### config.mk
export PLATFORM = sky130hd
export DESIGN_NAME = tone_generator
export DESIGN_NICKNAME = d
export VERILOG_FILES = /design/src/rtl/tone_generator.sv
export SDC_FILE = /design/constraint.sdc
export NUM_CORES = 1
export LEC_CHECK = 0
export CELL_PAD_IN_SITES_DETAIL_PLACEMENT = 1
export CELL_PAD_IN_SITES_GLOBAL_PLACEMENT = 1
export CORE_UTILIZATION = 45
export CTS_BUF_LIST = sky130_fd_sc_hd__clkbuf_8 sky130_fd_sc_hd__clkbuf_16
export DETAILED_ROUTE_END_ITERATION = 7
export PLACE_DENSITY = 0.86
export SLEW_MARGIN = 20
export SYNTH_ARGS = -nofsm -noshare
export SYNTH_HDL_FRONTEND = slang
export SYNTH_SLANG_ARGS = --single-unit
### constraint.sdc
create_clock -name clk -period 4.78 [get_ports clk]
set_input_delay 1.195 -clock clk [delete_from_list [all_inputs] [get_ports clk]]
set_output_delay 1.195 -clock clk [all_outputs]
set_load 0.05 [all_outputs]
### src/rtl/tone_generator.sv
// tone_generator: square-wave synthesiser for the buzzer pin.
// The pitch comes from the latched note/octave pair. Changes and silencing are
// applied only at the end of a completed low phase, so no pulse is truncated.
// Dropping en or asserting reset stops the tone at once.
module tone_generator #(
  parameter int unsigned CLK_HZ = 100_000_000,
  parameter int unsigned CNT_W  = 20
) (
  input  logic             clk,
  input  logic             reset,
  input  logic             en,
  input  logic [3:0]       note,
  input  logic [1:0]       octave,
  output logic             speaker,
  output logic             active,
  output logic [3:0]       cur_note,
  output logic [1:0]       cur_octave,
  output logic             period_tick
);

  // FSM encodings
  localparam logic [1:0] ST_IDLE = 2'd0;
  localparam logic [1:0] ST_HIGH = 2'd1;
  localparam logic [1:0] ST_LOW  = 2'd2;

  // Mid-octave half-periods in clock cycles, fixed at elaboration
  localparam logic [CNT_W-1:0] HALF_DO = CNT_W'(CLK_HZ / (2 * 262));
  localparam logic [CNT_W-1:0] HALF_RE = CNT_W'(CLK_HZ / (2 * 294));
  localparam logic [CNT_W-1:0] HALF_MI = CNT_W'(CLK_HZ / (2 * 330));
  localparam logic [CNT_W-1:0] HALF_FA = CNT_W'(CLK_HZ / (2 * 349));
  localparam logic [CNT_W-1:0] HALF_SO = CNT_W'(CLK_HZ / (2 * 392));
  localparam logic [CNT_W-1:0] HALF_LA = CNT_W'(CLK_HZ / (2 * 440));
  localparam logic [CNT_W-1:0] HALF_SI = CNT_W'(CLK_HZ / (2 * 494));

  logic [1:0]       state, state_n;
  logic [CNT_W-1:0] cnt, cnt_n;
  logic [3:0]       note_n;
  logic [1:0]       oct_n;
  logic [CNT_W-1:0] base_half;
  logic [CNT_W-1:0] half;
  logic             valid;
  logic             last;
  logic             tick_n;

  // Base half-period for the latched note
  always_comb begin
    base_half = '0;
    case (cur_note)
      4'd1:    base_half = HALF_DO;
      4'd2:    base_half = HALF_RE;
      4'd3:    base_half = HALF_MI;
      4'd4:    base_half = HALF_FA;
      4'd5:    base_half = HALF_SO;
      4'd6:    base_half = HALF_LA;
      4'd7:    base_half = HALF_SI;
      default: base_half = '0;
    endcase
  end

  // Octave scaling of the latched note's half-period
  always_comb begin
    half = base_half;
    case (cur_octave)
      2'b00:   half = base_half << 1;
      2'b01:   half = base_half;
      2'b10:   half = base_half >> 1;
      default: half = base_half >> 2;
    endcase
  end

  // Request qualification and end-of-phase detection
  always_comb begin
    valid = en && (note != 4'd0) && !note[3];
    last  = (cnt == half - CNT_W'(1));
  end

  // Next-state, counter and latch logic
  always_comb begin
    state_n = state;
    cnt_n   = cnt;
    note_n  = cur_note;
    oct_n   = cur_octave;
    case (state)
      ST_IDLE: begin
        cnt_n = '0;
        if (valid) begin
          state_n = ST_HIGH;
          note_n  = note;
          oct_n   = octave;
        end
      end
      ST_HIGH: begin
        if (last) begin
          state_n = ST_LOW;
          cnt_n   = '0;
        end else begin
          cnt_n = cnt + CNT_W'(1);
        end
      end
      ST_LOW: begin
        if (last) begin
          cnt_n = '0;
          if (valid) begin
            state_n = ST_HIGH;
            note_n  = note;
            oct_n   = octave;
          end else begin
            state_n = ST_IDLE;
            note_n  = '0;
            oct_n   = '0;
          end
        end else begin
          cnt_n = cnt + CNT_W'(1);
        end
      end
      default: begin
        state_n = ST_IDLE;
        cnt_n   = '0;
        note_n  = '0;
        oct_n   = '0;
      end
    endcase
    // Mute overrides everything except reset
    if (!en) begin
      state_n = ST_IDLE;
      cnt_n   = '0;
      note_n  = '0;
      oct_n   = '0;
    end
  end

  // period_tick is registered, so it is raised one edge early: it is set when
  // the upcoming cycle is the final count of LOW. The latched note cannot
  // change while staying in LOW, so the current half applies.
  always_comb begin
    tick_n = (state_n == ST_LOW) && (cnt_n == half - CNT_W'(1));
  end

  // State and registered outputs; synchronous active-low reset wins
  always_ff @(posedge clk) begin
    if (!reset) begin
      state       <= ST_IDLE;
      cnt         <= '0;
      cur_note    <= '0;
      cur_octave  <= '0;
      speaker     <= 1'b0;
      active      <= 1'b0;
      period_tick <= 1'b0;
    end else begin
      state       <= state_n;
      cnt         <= cnt_n;
      cur_note    <= note_n;
      cur_octave  <= oct_n;
      speaker     <= (state_n == ST_HIGH);
      active      <= (state_n != ST_IDLE);
      period_tick <= tick_n;
    end
  end

endmodule

==> flow_results.org <==
** GRT
- Maximum number of pins on one net before global-route repair :: 40
- The first global-routing pass estimated 20600 um of wire.
- Global routing finished with a remaining overflow of 0.
- Global-route total usage across every layer :: 31.5%
- The via count of the first global-routing pass came to 3937.
- Initial antenna violation count :: 0

** STA
- Worst-margin pin slew :: 0.818 ns
- For the final routed database, the setup TNS stands at 0 ns.
- Max transition margin :: 44.8%
- The number of slew-limit violations in the final report is 0.
- After layout, the minimum clock period comes to 4.47 ns.
- In the finished design, the share of the clock period the worst path needs comes to 93.5%.
- Max Fclk :: 224 MHz
- RSZ-0062 raised after global routing :: no
- The number of failing hold endpoints at the final stage was 0.
- Setup violations remaining at the end of the flow were counted as 0.
- Between clock sinks in the finished design, the worst skew comes to 0.0150 ns.

** Synthesis
- Number of unique standard cell types used by synthesis :: 81
- Syn nets :: 501
- Number of synthesis warnings :: 0
- Counting flops and latches in the post-synthesis netlist gives 31.
- Ys flop type :: sky130_fd_sc_hd__dfxtp_1
- Number of cells produced by synthesis :: 486
- Avg Cell Area, Syn :: 7.32 um2
- Counting flops with a built-in enable in the synthesized netlist gives 0.
- Summing every instance area after synthesis gives 3560 um2.
- Share of synthesized flip-flops with an asynchronous set or reset :: 0%
- After synthesis, flip-flops and latches occupy 17.4% of the total area.

** Setup path
- Data required time of the critical path :: 4.99 ns
- The critical path is of the flip-flop to flip-flop type.
- The worst register-to-register path begins at cur_note[2].
- The worst register-to-register path ends at period_tick.
- Worst path depth :: 17
- Crit-path max cell delay :: 0.44 ns
- Bufs and invs on worst path :: 0
- The worst setup path is launched from a flip-flop.
- Of all nets on the critical path, the largest fanout is 12.
- CP max stage cell :: sky130_fd_sc_hd__dfxtp_2
- Series of cell instances along the critical path :: nor2b_1 -> o21ai_0 -> a211oi_2 -> nor2_1 -> ha_1 -> xor2_1 -> o21ai_0 -> a211oi_1 -> o221ai_1 -> a2111oi_2 -> nand4_1 -> nor4_4 -> nand2_2 -> and3_1 -> nor4_2 -> nand4_1 -> nor4b_2
- CP top delay family :: simple AND/OR/NAND/NOR gates
- Number of cells on the worst reg-to-reg path :: 17
- STA puts the critical path data arrival time at 4.67 ns.
- Kind of end point of the critical path :: flip-flop
- The setup check on the worst reg-to-reg path leaves a slack of 0.31 ns.

** Drt
- The routed layout has 3921 vias.
- In this run, the number of DRC markers left after iteration 0 of detailed routing was 327.
- For this run, design rule violations remaining after detail routing come to 0.
- Detail-routed net length per standard cell :: 21.3 um
- Pre-antenna DRT Iters :: 5
- Average via count per standard cell :: 6.56
- The count of nets left with antenna violations once routing finished came out at 0.
- After detailed routing, the total wire length is 12700 um.

** Power and ir drop
- Sequential group share of total power :: 39.0%
- Switching Share :: 32.7%
- Power spread over the standard cell area amounts to 172 nW/um2.
- Share of power burned in combinational logic :: 25.1%
- The share of total power dissipated in the clock network is 36.0%.
- Lkg Pwr :: 1.28 nW
- Final Power :: 0.676 mW
- Total net switching power :: 0.221 mW
- IR analysis of the VDD net gives a maximum drop of 0.000133 V.
- Cell internal power was estimated by the tool at 0.455 mW.

** Floorplanning
- The floorplan has 32 rows.
- Die outline area :: 8260 um2
- Horiz. Die Dim :: 90.9 um
- Placeable core region :: 7690 um2
- Initial core utilization :: 46.3%
- Die boundary height :: 90.9 um
- Number of placed I/O pins :: 18

** Finish
- From synthesis to final layout, the design area changed by 10.5%.
- Final net count :: 510
- Count of placed standard cells in the final layout, fillers left out :: 598
- Commonest cells after routing, fill and taps aside :: sky130_fd_sc_hd__nor2_1 (39), sky130_fd_sc_hd__o21ai_0 (32), sky130_fd_sc_hd__a21oi_1 (31), sky130_fd_sc_hd__dfxtp_1 (28), sky130_fd_sc_hd__nand2_1 (25)
- In the final layout, the share of cells above drive strength 1 is 11.7%.
- Leaving out fill and tap cells, the most frequent cell in the layout is sky130_fd_sc_hd__nor2_1.
- The repair_antennas step left the layout with diodes totalling 0.
- Utilization after layout :: 51.1%
- Number of fill cells in the layout :: 986

** Clocking
- Number of levels the H-tree was split into :: 2
- In this run the clock root is driven by a sky130_fd_sc_hd__clkbuf_8.
- Register clock-pin slew on the reported worst setup and hold paths :: 0.08 ns
- TritonCTS Buffers :: 5
- The clock net in this run drives a total of 31 sinks.
- Clk buf depth :: 2
- Buffers inserted to repair hold after CTS numbered 0.
- CTS tree :: done
- The later pin in the worst-skew pair is clocked with a latency of 0.29 ns.

** Hold path
- Path class of the lowest-slack min-delay path :: flip-flop to flip-flop
- Instance count along the most critical hold path :: 1
- Hold Path End :: cnt[0]
- Hold Startpoint :: cnt[0]

** Run status
- The flow ran to the end, and the final reports show no timing, DRC or antenna violations.

** Run
- Max-cap violations in this run came to 0.

** Placement
- Counting tap cells, the placed design contains a total of 589 instances.
- Routability-driven placement congestion ratio :: 1.07
- During placement, the flow inserted port buffers numbering 17.
- Once detailed placement completed, the half-perimeter wirelength came to 9530 um.
flip-flops by register name, summed over array words and instances (netlist names):
signal	flops
cur_octave	2
cur_note	4
speaker	1
period_tick	1
cnt	20
active	1
state	2
kinds of logic after synthesis:
kind of cell | share of synthesized area, %
compound gates | 31.0
flops | 17.4
xor+xnor | 9.85
fa+ha+maj | 2.11
simple gates | 31.7
buf+inv | 7.42
mux | 0.563
worst register-to-register path: cells and delay by family (launching register included):
kind | cells | cell delay (ns)
AOI/OAI and AO/OA | 6 | 1.19
and+or+nand+nor | 9 | 2.20
adders and majority gates | 1 | 0.38
xor gates and xnor gates | 1 | 0.18
DFF | 1 | 0.44
worst max-delay path by stage:
stage	start	end	slack [ns]
after floorplan	cur_octave[0]	period_tick	0.31
after global placement	cur_note[1]	period_tick	0.36
after detailed placement	cur_note[1]	period_tick	0.16
after CTS	cur_note[2]	period_tick	0.07
after global routing	cur_note[2]	period_tick	0.01
final	cur_note[2]	period_tick	0.31
metrics by stage:
step	setup WS [ns]	hold slack, ns	instance area (um2)
2_1_floorplan	0.312	0.425	3560
3_3_place_gp	0.364	0.455	3790
3_5_place_dp	0.165	0.487	3790
4_1_cts	0.0738	0.519	3890
5_1_grt	0.0136	0.533	3930
6_report	0.312	0.509	3930
power groups by stage:
stage | Sequential (mW) | Combinational (mW) | Clock, mW
finish | 0.264 | 0.169 | 0.243
detailed placement | 0.269 | 0.164 | 0
CTS | 0.263 | 0.166 | 0.242
global placement | 0.269 | 0.159 | 0
global route | 0.264 | 0.182 | 0.254
floorplan | 0.274 | 0.116 | 0
timing repair:
action	4_1_cts	5_1_grt
buffers inserted	0	1
hold endpoints to repair	0	0
endpoints found under the setup margin	0	6
gates resized for setup	0	9
Yosys cell counts (5+ instances only):
| master | n | share of area, % |
|---|---|---|
| sky130_fd_sc_hd__nand4_1 | 7 | 1.2 |
| sky130_fd_sc_hd__and2_1 | 11 | 1.9 |
| sky130_fd_sc_hd__buf_2 | 7 | 0.98 |
| sky130_fd_sc_hd__inv_1 | 14 | 1.5 |
| sky130_fd_sc_hd__nand3_1 | 20 | 2.8 |
| sky130_fd_sc_hd__nand3b_1 | 6 | 1.3 |
| sky130_fd_sc_hd__nor2b_1 | 9 | 1.6 |
| sky130_fd_sc_hd__o21ai_1 | 8 | 1.1 |
| sky130_fd_sc_hd__and3_1 | 13 | 2.3 |
| sky130_fd_sc_hd__buf_4 | 10 | 2.1 |
| sky130_fd_sc_hd__dfxtp_1 | 31 | 17 |
| sky130_fd_sc_hd__nor2_1 | 39 | 4.1 |
| sky130_fd_sc_hd__a21oi_1 | 31 | 4.4 |
| sky130_fd_sc_hd__nor3_1 | 15 | 2.1 |
| sky130_fd_sc_hd__nand2_1 | 25 | 2.6 |
| sky130_fd_sc_hd__nor4_1 | 6 | 1.1 |
| sky130_fd_sc_hd__o21ai_0 | 32 | 4.5 |
| sky130_fd_sc_hd__nand2b_1 | 14 | 2.5 |
| sky130_fd_sc_hd__o31ai_1 | 5 | 1.1 |
| sky130_fd_sc_hd__o211ai_1 | 6 | 1.3 |
| sky130_fd_sc_hd__xnor2_1 | 21 | 5.2 |
| sky130_fd_sc_hd__a211oi_1 | 13 | 2.7 |
| sky130_fd_sc_hd__xor2_1 | 19 | 4.7 |
| sky130_fd_sc_hd__or3_1 | 6 | 1.1 |
| sky130_fd_sc_hd__or2_2 | 5 | 0.88 |
| sky130_fd_sc_hd__clkbuf_1 | 11 | 1.2 |
| sky130_fd_sc_hd__ha_1 | 6 | 2.1 |
| sky130_fd_sc_hd__a31oi_1 | 9 | 1.6 |
layer usage:
metal | global-route usage (%) | up-vias | part of all wire (%)
li1 | - | 1819 | -
met1 | 39.8 | 1957 | 43
met2 | 54.4 | 120 | 49
met3 | 3.54 | 25 | 4.4
met4 | 12.0 | 0 | 2.6
met5 | 0 | - | 0
cell type report:
cell class | count | area (um2) | area share, %
multi-input combinational | 405 | 2700 | 68.7
sequential | 31 | 624 | 15.9
timing repair buffer | 36 | 317 | 8.05
tap | 102 | 128 | 3.25
clock buffer | 7 | 96.3 | 2.45
inverter | 16 | 60.1 | 1.53
clock inverter | 1 | 7.51 | 0.191
(Power assumes the default switching activity.)
